**config.mk**
```make
export PLATFORM = sky130hd
export DESIGN_NAME = decode_stage
export DESIGN_NICKNAME = d
export VERILOG_FILES = /design/src/rtl/decode_pkg.sv /design/src/rtl/decode_stage_reg_file.sv /design/src/rtl/decode_stage.sv
export SDC_FILE = /design/constraint.sdc
export NUM_CORES = 1
export LEC_CHECK = 0
export CORE_UTILIZATION = 68
export DETAILED_ROUTE_END_ITERATION = 8
export DONT_BUFFER_PORTS = 1
export GPL_TIMING_DRIVEN = 0
export PLACE_DENSITY = 0.82
export SYNTH_ARGS = -nofsm -noshare
export SYNTH_HDL_FRONTEND = slang
export SYNTH_SLANG_ARGS = --single-unit
```
**constraint.sdc**
```tcl
create_clock -name clk -period 5.65 [get_ports clk]
set_clock_uncertainty 0.15 [all_clocks]
set_input_delay 0.2825 -clock clk [delete_from_list [all_inputs] [get_ports clk]]
set_output_delay 0.2825 -clock clk [all_outputs]
set_load 0.02 [all_outputs]
```
**src/rtl/decode_pkg.sv**
```systemverilog
// Shared decode definitions: opcode map, FSM states, the ID/EX bundle and
// per-opcode attribute helpers used by the decode stage.
package decode_pkg;

  localparam int DEC_DATA_W    = 16;
  localparam int DEC_PC_W      = 32;
  localparam int DEC_REG_COUNT = 8;
  localparam int DEC_AW        = $clog2(DEC_REG_COUNT);
  localparam int OPC_W         = 5;

  localparam logic [OPC_W-1:0] OP_NOP  = 5'b00000;
  localparam logic [OPC_W-1:0] OP_NOT  = 5'b00010;
  localparam logic [OPC_W-1:0] OP_INC  = 5'b00011;
  localparam logic [OPC_W-1:0] OP_MOV  = 5'b01001;
  localparam logic [OPC_W-1:0] OP_ADD  = 5'b01010;
  localparam logic [OPC_W-1:0] OP_SUB  = 5'b01011;
  localparam logic [OPC_W-1:0] OP_IADD = 5'b01100;
  localparam logic [OPC_W-1:0] OP_AND  = 5'b01101;
  localparam logic [OPC_W-1:0] OP_POP  = 5'b10001;
  localparam logic [OPC_W-1:0] OP_LDM  = 5'b10010;
  localparam logic [OPC_W-1:0] OP_LDD  = 5'b10011;
  localparam logic [OPC_W-1:0] OP_STD  = 5'b10100;
  localparam logic [OPC_W-1:0] OP_PUSH = 5'b10101;

  typedef enum logic {S_DECODE = 1'b0, S_IMM = 1'b1} fsm_state_t;

  typedef struct packed {
    logic                  valid;
    logic [OPC_W-1:0]      opcode;
    logic [DEC_AW-1:0]     rdst;
    logic [DEC_AW-1:0]     rsrc1;
    logic [DEC_AW-1:0]     rsrc2;
    logic [DEC_DATA_W-1:0] op1;
    logic [DEC_DATA_W-1:0] op2;
    logic [DEC_DATA_W-1:0] imm;
    logic [DEC_PC_W-1:0]   pc_plus_one;
    logic                  reg_write;
    logic                  mem_read;
    logic                  mem_write;
  } idex_t;

  // NOP is deliberately not "known": it decodes to a bubble like any unknown opcode.
  function automatic logic is_known(input logic [OPC_W-1:0] op);
    return op inside {OP_NOT, OP_INC, OP_MOV, OP_ADD, OP_SUB, OP_IADD, OP_AND,
                      OP_POP, OP_LDM, OP_LDD, OP_STD, OP_PUSH};
  endfunction

  function automatic logic is_imm_op(input logic [OPC_W-1:0] op);
    return op inside {OP_LDM, OP_IADD, OP_LDD, OP_STD};
  endfunction

  function automatic logic is_load(input logic [OPC_W-1:0] op);
    return op inside {OP_LDD, OP_POP};
  endfunction

  function automatic logic is_store(input logic [OPC_W-1:0] op);
    return op inside {OP_STD, OP_PUSH};
  endfunction

  function automatic logic writes_reg(input logic [OPC_W-1:0] op);
    return is_known(op) && !is_store(op);
  endfunction

  function automatic logic uses_src1(input logic [OPC_W-1:0] op);
    return op inside {OP_NOT, OP_INC, OP_MOV, OP_ADD, OP_SUB, OP_IADD, OP_AND,
                      OP_LDD, OP_STD, OP_PUSH};
  endfunction

  function automatic logic uses_src2(input logic [OPC_W-1:0] op);
    return op inside {OP_ADD, OP_SUB, OP_AND, OP_STD};
  endfunction

endpackage

```
**src/rtl/decode_stage_reg_file.sv**
```systemverilog
// Register file: REG_COUNT x DATA_W, one write port, two write-first read
// ports, cleared by the asynchronous active-low reset.
module reg_file #(
  parameter int DATA_W    = 16,
  parameter int REG_COUNT = 8
) (
  input  logic                         clk,
  input  logic                         reset,
  input  logic                         we_i,
  input  logic [$clog2(REG_COUNT)-1:0] waddr_i,
  input  logic [DATA_W-1:0]            wdata_i,
  input  logic [$clog2(REG_COUNT)-1:0] raddr1_i,
  input  logic [$clog2(REG_COUNT)-1:0] raddr2_i,
  output logic [DATA_W-1:0]            rdata1_o,
  output logic [DATA_W-1:0]            rdata2_o
);

  logic [DATA_W-1:0] regs_q [REG_COUNT];

  always_ff @(posedge clk or negedge reset) begin
    if (!reset) begin
      for (int i = 0; i < REG_COUNT; i++) regs_q[i] <= '0;
    end else if (we_i) begin
      regs_q[waddr_i] <= wdata_i;
    end
  end

  // Same-cycle write-back is forwarded so decode never sees a stale value.
  assign rdata1_o = (we_i && waddr_i == raddr1_i) ? wdata_i : regs_q[raddr1_i];
  assign rdata2_o = (we_i && waddr_i == raddr2_i) ? wdata_i : regs_q[raddr2_i];

endmodule

```
**src/rtl/decode_stage.sv**
```systemverilog
// Decode stage: register read, two-word instruction assembly, load-use stall
// and flush handling, registered ID/EX bundle. DECODE_STALL_CNT_EN adds stall_count.
module decode_stage
  import decode_pkg::*;
#(
  parameter int DATA_W    = DEC_DATA_W,
  parameter int PC_W      = DEC_PC_W,
  parameter int REG_COUNT = DEC_REG_COUNT
) (
  input  logic                         clk,
  input  logic                         reset,
  input  logic [15:0]                  instruction,
  input  logic [PC_W-1:0]              pc_plus_one,
  input  logic                         flush,
  input  logic                         wb_en,
  input  logic [$clog2(REG_COUNT)-1:0] wb_addr,
  input  logic [DATA_W-1:0]            wb_data,
  output logic                         pc_enable_out,
  output logic                         clear_instruction_out,
  output logic                         idex_valid,
  output logic [4:0]                   idex_opcode,
  output logic [$clog2(REG_COUNT)-1:0] idex_rdst,
  output logic [$clog2(REG_COUNT)-1:0] idex_rsrc1,
  output logic [$clog2(REG_COUNT)-1:0] idex_rsrc2,
  output logic [DATA_W-1:0]            idex_op1,
  output logic [DATA_W-1:0]            idex_op2,
  output logic [DATA_W-1:0]            idex_imm,
  output logic [PC_W-1:0]              idex_pc_plus_one,
  output logic                         idex_reg_write,
  output logic                         idex_mem_read,
  output logic                         idex_mem_write
`ifdef DECODE_STALL_CNT_EN
  ,
  output logic [15:0]                  stall_count
`endif
);

  localparam int AW = $clog2(REG_COUNT);

  fsm_state_t        state_q, state_d;
  idex_t             idex_q, idex_d, hold_q, hold_d, dec;
  logic [OPC_W-1:0]  opc;
  logic [AW-1:0]     rdst, rsrc1, rsrc2;
  logic [DATA_W-1:0] rd1, rd2;
  logic              hazard, stall;

  assign opc   = instruction[15:11];
  assign rdst  = instruction[10:8];
  assign rsrc1 = instruction[7:5];
  assign rsrc2 = instruction[4:2];

  reg_file #(.DATA_W(DATA_W), .REG_COUNT(REG_COUNT)) u_reg_file (
    .clk      (clk),
    .reset    (reset),
    .we_i     (wb_en),
    .waddr_i  (wb_addr),
    .wdata_i  (wb_data),
    .raddr1_i (rsrc1),
    .raddr2_i (rsrc2),
    .rdata1_o (rd1),
    .rdata2_o (rd2)
  );

  // In S_IMM the word is an immediate, so its bit fields must not trigger a stall.
  assign hazard = (state_q == S_DECODE) && idex_q.valid && idex_q.mem_read &&
                  ((uses_src1(opc) && idex_q.rdst == rsrc1) ||
                   (uses_src2(opc) && idex_q.rdst == rsrc2));
  assign stall  = hazard && !flush;

  assign pc_enable_out         = !stall;
  assign clear_instruction_out = flush;

  always_comb begin
    dec = '0;
    if (is_known(opc)) begin
      dec.valid       = 1'b1;
      dec.opcode      = opc;
      dec.rdst        = rdst;
      dec.rsrc1       = rsrc1;
      dec.rsrc2       = rsrc2;
      dec.op1         = rd1;
      dec.op2         = rd2;
      dec.pc_plus_one = pc_plus_one;
      dec.reg_write   = writes_reg(opc);
      dec.mem_read    = is_load(opc);
      dec.mem_write   = is_store(opc);
    end

    state_d = state_q;
    hold_d  = hold_q;
    idex_d  = '0;
    if (flush) begin
      state_d = S_DECODE;
      hold_d  = '0;
    end else if (state_q == S_IMM) begin
      idex_d     = hold_q;
      idex_d.imm = instruction;
      state_d    = S_DECODE;
      hold_d     = '0;
    end else if (!hazard) begin
      if (is_imm_op(opc)) begin
        hold_d  = dec;
        state_d = S_IMM;
      end else begin
        idex_d = dec;
      end
    end
  end

  always_ff @(posedge clk or negedge reset) begin
    if (!reset) begin
      state_q <= S_DECODE;
      hold_q  <= '0;
      idex_q  <= '0;
    end else begin
      state_q <= state_d;
      hold_q  <= hold_d;
      idex_q  <= idex_d;
    end
  end

  assign idex_valid       = idex_q.valid;
  assign idex_opcode      = idex_q.opcode;
  assign idex_rdst        = idex_q.rdst;
  assign idex_rsrc1       = idex_q.rsrc1;
  assign idex_rsrc2       = idex_q.rsrc2;
  assign idex_op1         = idex_q.op1;
  assign idex_op2         = idex_q.op2;
  assign idex_imm         = idex_q.imm;
  assign idex_pc_plus_one = idex_q.pc_plus_one;
  assign idex_reg_write   = idex_q.reg_write;
  assign idex_mem_read    = idex_q.mem_read;
  assign idex_mem_write   = idex_q.mem_write;

`ifdef DECODE_STALL_CNT_EN
  logic [15:0] stall_cnt_q;

  always_ff @(posedge clk or negedge reset) begin
    if (!reset) begin
      stall_cnt_q <= '0;
    end else if (stall && stall_cnt_q != 16'hFFFF) begin
      stall_cnt_q <= stall_cnt_q + 16'd1;
    end
  end

  assign stall_count = stall_cnt_q;
`endif

endmodule
```
Word level (Yosys, flattened, before mapping)
Index checks and enable logic that the tools add are counted.

Word-level logic and storage cells: 104. ROM bits: 0. Flip-flop bits (word level): 309. RAM bits: 0. Output and inout bits: 100. Bits in latches: 0. Memories kept: 0.

Add/subtract/negate cells: 0. Div/mod/pow operators: 0. $lt $le $gt $ge: 4. Reduce and logical (&&, ||, !) cells: 22. Multipliers: 0. Equal/unequal tests: 17. Shifts and indexed selects: 0. Bitwise logic cells: 4. Mux-type cells: 25.

Operators by type and width (number): 2-to-1 mux 98 bit (8); bitwise mux 128 bit (1); 2-to-1 mux 16 bit (7); binary-select mux 16 bit (select 3 bit) (2); demux 16 bit (select 3 bit) (1); 2-to-1 mux 47 bit (1); 2-to-1 mux 35 bit (1); == test 5 x 4 -> 1 bit, second input constant (5); == test 5 bit, second input constant (5); == test 3 bit (4); greater-or-equal comparator 4 bit, second input constant (3); inverter 3 -> 4 bit (3); nonzero test 12 bit (1); == test 5 x 2 -> 1 bit, second input constant (2); logical AND 1 bit (10); nonzero test 10 bit (1); nonzero test 4 bit (2); less-than comparator 4 x 1 -> 1 bit, second input constant (1); 2-to-1 mux 1 bit (4); nonzero test 2 bit (2); zero test 1 bit (3); inequality test 3 bit, second input constant (1); nonzero test 3 bit (1); AND reduction 2 bit (1); 2 further kinds (2).

Longest topological paths before layout
Depth in word-level cells: 10. Mapped depth: 8. Gate-level depth less buffers: 5.

Modules after synthesis
From an unflattened synthesis, not the netlist that was laid out.

Cell total of the unflattened synthesis: 1009. Area total of the unflattened synthesis: 14756.7 um^2.

By module, submodules not included: reg_file (cells each 452, times used 1, area each 7508.5 um^2); decode_stage (cells each 557, times used 1, area each 7248.2 um^2).

Least setup slack after synthesis
OpenSTA, ideal clock, no wires.

Path kind: flip-flop to flip-flop. Start: reg idex_q, in the netlist idex_rdst[2]. End: reg hold_q[51] in the netlist's numbering. Data arrival time: 2.200 ns. Path buffers: 2. Period minus slack after synthesis: 2.478 ns. Stages on the path, launching flop included: 8. Path slack: 3.172 ns. Path through: dfrtp_1 > xor2_1 > or4_4 > a211oi_4 > o31a_1 > buf_4 > buf_6 > mux2_1.

Longest elaborated chain between the ends: 6. Elaborated cells between the ends (all ways): 8. Those cells by class: eq/ne (3); reduce/logical (5).

Ends and longest elaborated chain: start: declaration (line decode_stage.sv:41) `idex_t idex_q, idex_d, hold_q, hold_d, dec;`; start signal: assignment (line decode_stage.sv:118) `idex_q <= idex_d;`; == test 3 bit (on tied branches) (line decode_stage.sv:66, decode_stage.sv:67); logical AND 1 bit (on tied branches) (line decode_stage.sv:66, decode_stage.sv:67); logical OR 1 bit (*) (line decode_stage.sv:66) `((uses_src1(opc) && idex_q.rdst == rsrc1) ||`; logical AND 1 bit (*) (line decode_stage.sv:65) `assign hazard = (state_q == S_DECODE) && idex_q.valid && idex_q.mem_read &&`; inequality test 3 bit (no source line) (*); AND reduction 2 bit (no source line) (*); end signal: assignment (line decode_stage.sv:117) `hold_q <= hold_d;`; end: declaration (line decode_stage.sv:41).

Every way passes the cells marked *; elsewhere a longest branch is shown, timed or not. A chain may end at the register's enable or synchronous reset.

==> metrics.md <==
| Metric | Value |
|---|---|
| Setup TNS Final | `0 ns` |
| Hold Buf Count CTS | `43` |
| Synth Register Bits | `309` |
| Critical path arrival | `3.32 ns` |
| Req. time, crit path | `5.96 ns` |
| Area Growth Syn to Fin | `12.65%` |
| Share of the synthesized area in the top cell type | `0.5606` |
| IO Pins | `171` |
| Final Cycle Share | `0.5317` |
| CTS max path bufs | `3` |
| Drt via density | `6.955` |
| Max Freq | `332.9 MHz` |
| DP Worst Slack | `2.724 ns` |
| Clock slew at reported path FFs | `0.06 ns` |
| First-pass GRT wire length | `54,730 µm` |
| Via Count | `9,034` |
| Clock Tree Root | `clkbuf_16` |
| Input/output buffers | `0` |
| Post_cts resized | `0` |
| Slew Limit Fails | `0` |
| Routed WL | `35,840 µm` |
| Die Width | `144.4 µm` |
| Final #Nets | `1,082` |
| Yosys warnings | `0` |
| Clock Latency Late Sink | `0.56 ns` |
| Cell Rows | `51` |
| Total global-route track usage | `0.3565` |
| Sequential fraction of the synthesis area | `0.5606` |
| Max Cap Violations | `0` |
| Mapped Area | `13,790 µm²` |
| Setup ws final | `2.646 ns` |
| Gate Count Post-Synth | `936` |
| RSZ-0062 raised after global routing | `false` |
| Final hold violation count | `309` |
| Detailed Place HPWL | `21,500 µm` |
| VDD IR max | `0.2293 mV` |
| CP max FO | `10` |
| Clk sinks | `309` |
| Leak pwr | `6.993 nW` |
| Largest net degree at the start of global routing | `310` |
| Vias in the first global route | `9,296` |
| Relative slew slack | `0.09398` |
| Total CTS buffers | `30` |
| Initial antenna violation count | `1` |
| Hold Slack | `-0.7210 ns` |
| Routability cong. | `0.9075` |
| Core region area | `19,650 µm²` |
| DRC | `0` |
| ANT nets after route | `0` |
| H-tree levels | `1` |
| Tmin final | `3.004 ns` |
| Pwr dens | `354.3 nW/µm²` |
| Starting Density | `0.7017` |
| CTS tree | `built` |
| Global route overflow | `0` |
| TritonRoute pass-1 iters | `5` |
| Slew @ Worst Pin | `1.349 ns` |
| Worst Setup Start Kind | `input port` |
| CP Class | `input port to flop` |
| Area leader, netlist | `dfrtp_1` |
| Post-synth net total | `1,007` |
| CP endpoint kind | `flop` |
| Outcome | `complete, but fails checks` |
| DR WL/cell | `27.59 µm` |
| Post-CTS setup buffer count | `0` |
| Top cells by area, synth | `dfrtp_1 (56%), mux2_2 (11%), mux4_2 (10%)` |
| Layout cell share with drive strength beyond 1 | `0.2730` |
| Hold Crit Class | `input port to asynchronous set/reset pin` |
| Syn Area/Cell | `14.74 µm²` |
| Die ar. | `20,860 µm²` |
| Number of distinct library cells after synthesis | `44` |
| Final setup viols | `0` |
| Failing checks | `negative hold slack` |
| Initial DRC count | `590` |
| Die H | `144.4 µm` |
## per-layer routing
layer	share of wire	wire, µm	up-vias	GRT usage
met3	0.085	3038	113	0.07649
met5	0.00022	8	-	0
met1	0.38	13690	4703	0.4593
met4	0.038	1361	2	0.1535
li1	-	-	3697	-
met2	0.49	17740	519	0.5886
## cell usage in the layout, fill, tap and decap left out, drive strengths merged, types with 2 or more instances in the layout
| master | count |
|---|---|
| dfrtp | 309 |
| mux2 | 160 |
| a22o | 126 |
| clkbuf | 85 |
| mux4 | 64 |
| buf | 50 |
| dlygate4sd3 | 43 |
| nor2 | 37 |
| a211oi | 33 |
| mux2i | 32 |
| and2 | 17 |
| clkinv | 10 |
| xnor2 | 7 |
| xor2 | 6 |
| nor2b | 4 |
| nand2b | 4 |
| o21ai | 3 |
| nor3b | 3 |
| nand2 | 3 |
| nor3 | 3 |
| a32o | 3 |
| nand4 | 3 |
| nand4b | 3 |
| clkinvlp | 3 |
| a21oi | 3 |
| inv | 2 |
| a21o | 2 |
| or4 | 2 |
| nor4 | 2 |
## registers in the layout, indices dropped and copies added, names as in the netlist
register,count
idex_pc_plus_one,32
hold_q,82
idex_op1,16
idex_mem_read,1
idex_rsrc1,3
idex_op2,16
idex_rdst,3
idex_opcode,5
idex_rsrc2,3
state_q,1
idex_reg_write,1
u_reg_file.regs_q,128
idex_valid,1
idex_mem_write,1
idex_imm,16
## final cells by class
cell class	count	area, µm²
Clock buffer	40	869.6
Buffer	95	421.7
Antenna cell	1	2.502
Inverter	2	7.507
Clock inverter	14	110.1
Multi-Input combinational cell	530	5630
Fill cell	1101	4118
Tap cell	265	331.6
Timing Repair Buffer	43	430.4
Sequential cell	309	7732
## final timing paths
| kind | startpoint | endpoint | slack, ns | cells after the start |
|---|---|---|---|---|
| setup / recovery | instruction[14] | idex_op2[4] | 2.65 | 8 |
| hold / removal | reset | idex_imm[13] | -0.72 | 0 |
| setup reg to reg | state_q | idex_pc_plus_one[27] | 2.77 | 7 |
| hold reg to reg | hold_q[97] | hold_q[97] | 0.34 | 1 |
| max in group asynchronous | reset | idex_pc_plus_one[27] | 5.13 | 0 |
| min in group clk | instruction[11] | idex_imm[11] | 0.06 | 2 |
## logic make-up (layout without fill, tap and decap cells)
group,Yosys count,after routing,share of synthesized area
muxes,256,256,0.2584
buffers and inverters,97,194,0.03112
other,0,1,0
xor gates and xnor gates,13,13,0.008256
AOI/OAI and AO/OA,175,175,0.1080
DFF,309,309,0.5606
and+or+nand+nor,86,86,0.03366
## stage by stage
step	utilization	instances	hold WS, ns	cell area (µm²)	total power (W)
2_1_floorplan	-	936	-0.1631	13790	0.003295
3_3_place_gp	0.7186	1201	-0.1576	14120	0.003447
3_5_place_dp	0.7186	1201	-0.1567	14120	0.003498
4_1_cts	0.7904	1298	-0.7318	15530	0.005484
5_1_grt	0.7904	1298	-0.7401	15530	0.005685
6_report	0.7905	1299	-0.7210	15540	0.005505
## critical path, stage by stage
cell and delay, ns:
dlygate4sd3_1 0.55, buf_2 0.19, xnor2_1 0.37, o21a_1 0.30, a211oi_4 0.10, nor3_1 0.75
clkbuf_1 0.49, a22o_1 0.28
## synthesized netlist by cell type
cell      instances
buf_2            25
xor2_1            6
or4_1             1
o31a_1            1
dfrtp_1         309
a32o_1            3
nand2b_1          4
o32ai_2           1
nor3b_1           3
mux4_2           64
o21ai_0           3
nor2_1           37
mux2_1           30
a21o_1            2
o21bai_1          1
o22ai_1           1
mux2_2          130
and2_1           17
inv_1             2
a22o_1          126
nor4_1            1
xnor2_1           7
or4_4             1
a211oi_1         32
nand3_1           1
nor2b_1           4
or2_2             1
o21a_1            1
buf_1            19
a21oi_2           1
buf_6             3
nor4_2            1
nand2_1           3
nand4b_1          3
a21oi_1           2
nor3_1            3
a211oi_4          1
nor4bb_1          1
nand3b_1          1
buf_4             3
nand4_1           3
mux2i_1          32
clkbuf_1         45
and3b_1           1
## power breakdown
group | internal (W) | switching [W] | leakage [nW] | total (W)
registers | 0.00248 | 0.000234 | 4.02 | 0.00272
clock network | 0.00112 | 0.000856 | 0.483 | 0.00198
logic | 0.000469 | 0.000337 | 2.49 | 0.000806
(Power assumes the default switching activity.)
